===== src/rtl/prim_onehot_rr_arb.sv =====
// prim_onehot_rr_arb: round-robin arbiter with a locked, registered one-hot
// grant, binary index and valid flag under a valid/ready handshake. A
// combinational consistency check on the registered outputs feeds a sticky
// integrity error for alert generation.
module prim_onehot_rr_arb #(
  parameter  int N    = 8,
  localparam int IdxW = $clog2(N)
) (
  input  logic            clk_i,
  input  logic            rst_i,
  input  logic [N-1:0]    req_i,
  input  logic            ready_i,
  output logic            valid_o,
  output logic [N-1:0]    gnt_o,
  output logic [IdxW-1:0] idx_o,
  output logic            err_o
);

  // Sparse encoding: the two legal codes are three bit-flips apart.
  typedef enum logic [2:0] {
    IDLE = 3'b101,
    HOLD = 3'b010
  } state_e;

  state_e          state_q;
  state_e          state_nxt_s;
  logic [N-1:0]    gnt_q;
  logic [N-1:0]    gnt_nxt_s;
  logic [IdxW-1:0] idx_q;
  logic [IdxW-1:0] idx_nxt_s;
  logic            valid_q;
  logic            valid_nxt_s;
  logic [IdxW-1:0] ptr_q;
  logic [IdxW-1:0] ptr_nxt_s;
  logic            err_q;

  logic            accept_s;
  logic [IdxW-1:0] ptr_inc_s;
  logic [IdxW-1:0] arb_base_s;
  logic [IdxW-1:0] pos_s;
  logic            win_found_s;
  logic [IdxW-1:0] win_idx_s;
  logic [N-1:0]    gnt_win_s;
  logic            state_bad_s;
  logic            check_fail_s;

  // Increment modulo N; anything at or beyond N-1 wraps to 0 so the pointer
  // never reaches the unused codes when N is not a power of two.
  function automatic logic [IdxW-1:0] wrap_inc(input logic [IdxW-1:0] idx);
    logic [IdxW-1:0] res;
    if (32'(idx) >= N - 1) begin
      res = '0;
    end else begin
      res = idx + IdxW'(1);
    end
    return res;
  endfunction

  // True when more than one bit of the vector is set.
  function automatic logic multi_hot(input logic [N-1:0] vec);
    return |(vec & (vec - N'(1)));
  endfunction

  assign accept_s   = valid_q & ready_i;
  assign ptr_inc_s  = wrap_inc(idx_q);
  // On a handshake the search already starts from the updated pointer.
  assign arb_base_s = (state_q == HOLD && accept_s) ? ptr_inc_s : ptr_q;

  // Round-robin search: first request at or above the base, wrapping at N.
  always_comb begin
    win_found_s = 1'b0;
    win_idx_s   = '0;
    pos_s       = arb_base_s;
    for (int k = 0; k < N; k++) begin
      if (!win_found_s && req_i[pos_s]) begin
        win_found_s = 1'b1;
        win_idx_s   = pos_s;
      end else begin
        win_found_s = win_found_s;
      end
      pos_s = wrap_inc(pos_s);
    end
  end

  // One-hot decode of the winning index.
  always_comb begin
    gnt_win_s            = '0;
    gnt_win_s[win_idx_s] = 1'b1;
  end

  // Next-state and next-grant logic; the grant is held until accepted.
  always_comb begin
    state_nxt_s = state_q;
    gnt_nxt_s   = gnt_q;
    idx_nxt_s   = idx_q;
    valid_nxt_s = valid_q;
    ptr_nxt_s   = ptr_q;
    case (state_q)
      IDLE: begin
        if (win_found_s) begin
          gnt_nxt_s   = gnt_win_s;
          idx_nxt_s   = win_idx_s;
          valid_nxt_s = 1'b1;
          state_nxt_s = HOLD;
        end else begin
          state_nxt_s = IDLE;
        end
      end
      HOLD: begin
        if (accept_s) begin
          ptr_nxt_s = ptr_inc_s;
          if (win_found_s) begin
            gnt_nxt_s   = gnt_win_s;
            idx_nxt_s   = win_idx_s;
            valid_nxt_s = 1'b1;
            state_nxt_s = HOLD;
          end else begin
            gnt_nxt_s   = '0;
            valid_nxt_s = 1'b0;
            state_nxt_s = IDLE;
          end
        end else begin
          state_nxt_s = HOLD;
        end
      end
      default: begin
        gnt_nxt_s   = '0;
        valid_nxt_s = 1'b0;
        state_nxt_s = IDLE;
      end
    endcase
  end

  // State must agree with the valid flag; an illegal code is always an error.
  always_comb begin
    state_bad_s = 1'b0;
    case (state_q)
      IDLE:    state_bad_s = valid_q;
      HOLD:    state_bad_s = ~valid_q;
      default: state_bad_s = 1'b1;
    endcase
  end

  // Cross-check grant vector, index, valid flag and state every cycle.
  always_comb begin
    check_fail_s = multi_hot(gnt_q)
                 | (valid_q != (|gnt_q))
                 | (valid_q & ~gnt_q[idx_q])
                 | (32'(idx_q) >= N)
                 | state_bad_s;
  end

  // Arbiter registers and the sticky error flag.
  always_ff @(posedge clk_i or posedge rst_i) begin
    if (rst_i) begin
      state_q <= IDLE;
      gnt_q   <= '0;
      idx_q   <= '0;
      valid_q <= 1'b0;
      ptr_q   <= '0;
      err_q   <= 1'b0;
    end else begin
      state_q <= state_nxt_s;
      gnt_q   <= gnt_nxt_s;
      idx_q   <= idx_nxt_s;
      valid_q <= valid_nxt_s;
      ptr_q   <= ptr_nxt_s;
      err_q   <= err_q | check_fail_s;
    end
  end

  assign valid_o = valid_q;
  assign gnt_o   = gnt_q;
  assign idx_o   = idx_q;
  // Same-cycle error visibility, held afterwards by err_q.
  assign err_o   = check_fail_s | err_q;

endmodule


===== config.mk =====
export PLATFORM = sky130hd
export DESIGN_NAME = prim_onehot_rr_arb
export DESIGN_NICKNAME = d
export VERILOG_FILES = /design/src/rtl/prim_onehot_rr_arb.sv
export SDC_FILE = /design/constraint.sdc
export NUM_CORES = 1
export LEC_CHECK = 0
export ABC_AREA = 1
export BUFFER_PORTS_ARGS = -buffer_cell sky130_fd_sc_hd__buf_2
export CAP_MARGIN = 20
export CORE_MARGIN = 4
export CORE_UTILIZATION = 60
export DETAILED_ROUTE_END_ITERATION = 6
export PLACE_DENSITY = 0.83
export SLEW_MARGIN = 40
export SYNTH_ARGS = -nofsm -noshare
export SYNTH_HDL_FRONTEND = slang
export SYNTH_SLANG_ARGS = --single-unit

===== constraint.sdc =====
create_clock -name clk_i -period 7 [get_ports clk_i]
set_input_delay 0.35 -clock clk_i [delete_from_list [all_inputs] [get_ports clk_i]]
set_output_delay 0.35 -clock clk_i [all_outputs]
set_load 0.05 [all_outputs]

==> key figures <==
Run status
  – Status: complete, no violations

Timing
  – Max frequency: between 0.15 and 0.2 GHz
  – Final min period: 6430 ps
  – Final Slew Violations: 0
  – Setup violators final: 0
  – Slew HR: 0.530
  – Setup ws final: 566 ps
  – Tightest Pin Transition: 704 ps
  – Layout Skew: roughly 5.2 ps
  – Period utilization: 0.919
  – RSZ-0062 raised after global routing: no
  – Fin. Hold Viols: 0
  – Fin Setup TNS: 0 ps

Global routing
  – GR peak layer: met2
  – Largest net degree at the start of global routing: 19
  – Met1 usage: 0.305
  – Grt ovf: 0
  – Vias in the first global route: about 2300
  – Initial antenna violation count: 0
  – Met2 GRT Util: 0.436
  – GRT Total Usage: 0.244
  – Met3 GRT Util: 0.0114
  – Global-route wire length before repair: 10.1 mm

Worst setup path
  – Data arrival, critical path: ~6600 ps
  – CP max-delay cell: dfstp_2
  – WP buf/inv: 12
  – Crit path kind: reg2reg
  – Crit-path max FO: 8
  – Critical path's largest stage delay: 530 ps
  – Crit. End Element: flip-flop
  – CP required: 7170 ps
  – Crit path launch type: flip-flop
  – CP top delay family: adder cells

Drt
  – WL final: 5.85 mm
  – Initial DRC count: between 100 and 150
  – Drt wl/cell: about 13 µm
  – 1st-pass router iterations: 4
  – DRT antenna net count: 0
  – Total vias in the final route: ~2400
  – DRC violations left: 0
  – Vias per cell: 5.50

Yosys
  – Netlist Area Pre-Place: about 0.0023 mm²
  – Synth area leaders: nand2_1 (19%), dfrtp_1 (18%), nand3_1 (10%)
  – Synth top area share: 0.186
  – Syn nets: a little under 400
  – Register area share after synthesis: 0.192
  – Avg Inst Size Synth: about 6.4 µm²
  – Synth Instances: 366
  – Synth area leader: nand2_1
  – Yosys cell types: 33
  – Syn. warnings: 0
  – Flops & latches, synth: 18

Cells and area
  – Layout area overhead: 9.17%
  – Ant diodes: 0
  – Final core utilization: 0.690
  – Net count, final: between 400 and 500
  – Share of layout cells above drive strength 1: 0.211
  – Non-filler instance count after layout: 437

CTS
  – Root buf cell: clkbuf_8
  – CTS H-tree lvls: 1
  – CTS max path bufs: 2
  – Clock-pin slew on the worst setup and hold paths: 70 ps
  – Postcts setup bufs: 0
  – Clock sinks: 18
  – CTS buffer count: 3
  – Worst skew pair latency: 260 ps
  – CTS tree: done
  – CTS Hold Bufs: 0

Flow run
  – Max Cap Viol: 0

Die
  – Die Height: 70.5 µm
  – Row count: 22
  – Num ports: 24
  – Die Wd: roughly 71 µm
  – Area of the die: 0.00498 mm²
  – Core box area: 0.00372 mm²
  – Starting Density: 0.632

Hold path
  – Hold Path Class: in2async

Placement
  – Placed Cells: 433
  – GP Congestion: 0.899
  – Port buffer count: 23
  – Hpwl dp: 4.60 mm
  – Dpl ws: 423 ps
-- synthesized netlist by cell type, drive strengths merged --
master	instances
ha	15
inv	56
clkinv	1
nor3	3
o21ai	13
buf	4
dfstp	1
nand3	56
a21boi	1
o2111a	1
dfrtp	17
o22ai	1
o21bai	3
nor4	1
nand3b	2
o211ai	1
nor2	33
nand2	138
or2	2
nand4	9
a21oi	8
-- worst register-to-register path: cells and delay by family, from the launching register on --
kind	cells	cell delay, ps
DFF	1	530
adders and majority gates	9	2360
buffers and inverters	12	850
and+or+nand+nor	18	1940
AOI/OAI and AO/OA	4	660
-- layout make-up --
cell class                      instances  area [µm²]
Sequential cell                        18         452
Fill cell                             336        1150
Timing Repair Buffer                   23         115
Inverter                               57         214
Multi-Input combinational cell        287        1670
Clock buffer                            4        55.1
Tap cell                               48        60.1
-- path summary, 6_finish.rpt --
check,from,to,slack (ps),cells past startpoint
hold reg to reg,gnt_o[4]$_DFFE_PP0P_,gnt_o[4]$_DFFE_PP0P_,550,2
min in group clk_i,gnt_o[4]$_DFFE_PP0P_,gnt_o[4]$_DFFE_PP0P_,550,2
max in group asynchronous,rst_i,gnt_o[2]$_DFFE_PP0P_,6360,2
hold / removal,rst_i,ptr_q[0]$_DFFE_PP0N_,190,2
setup reg to reg,state_q[0]$_DFF_PP1_,gnt_o[6]$_DFFE_PP0P_,570,43
setup / recovery,state_q[0]$_DFF_PP1_,gnt_o[6]$_DFFE_PP0P_,570,43
-- kinds of logic (layout without fill, tap and decap cells) --
logic type / count (synthesis) / count (layout) / share of synthesized area
flip-flops: 18 / 18 / 0.192
AO/OA/AOI/OAI: 28 / 28 / 0.0730
buffers and inverters: 61 / 84 / 0.108
adder cells (fa/ha/maj): 15 / 15 / 0.0800
AND/OR/NAND/NOR: 244 / 244 / 0.547
-- routing by layer --
metal  vias up  part of all wire
li1       1218                 -
met1      1096              0.42
met2        75              0.50
met3        14             0.056
met4         0             0.029
met5         -                 0
-- what timing repair did --
item / 4_1_cts / 5_1_grt
hold endpoints to repair: 0 / 0
resized for setup: 0 / 6
endpoints found under the setup margin: 0 / 11
-- metrics by stage --
| step | cell area [µm²] | hold slack [ps] |
|---|---|---|
| floorplan | 2350 | 288 |
| global placement | 2480 | 477 |
| detailed placement | 2480 | 488 |
| CTS | 2540 | 213 |
| global route | 2560 | 270 |
| finish | 2560 | 190 |
-- registers in the layout, summed over array words and instances, names as in the netlist --
| name | flops |
|---|---|
| gnt_o | 8 |
| idx_o | 3 |
| ptr_q | 3 |
| state_q | 2 |
| err_q | 1 |
| valid_o | 1 |
-- cells in the final DEF, fill, tap and decap left out, drive strengths merged --
master  Yosys  routed
nand2     138     138
inv        56      56
nand3      56      56
nor2       33      33
buf         4      23
dfrtp      17      17
ha         15      15
o21ai      13      13
nand4       9       9
a21oi       8       8
clkbuf      0       4
nor3        3       3
o21bai      3       3
nand3b      2       2
or2         2       2
clkinv      1       1
a21boi      1       1
o22ai       1       1
o2111a      1       1
nor4        1       1
o211ai      1       1
dfstp       1       1
Power is left out: the tool's default activity adds up to more than one toggle a clock period on the data nets, which glitch-free logic cannot reach.
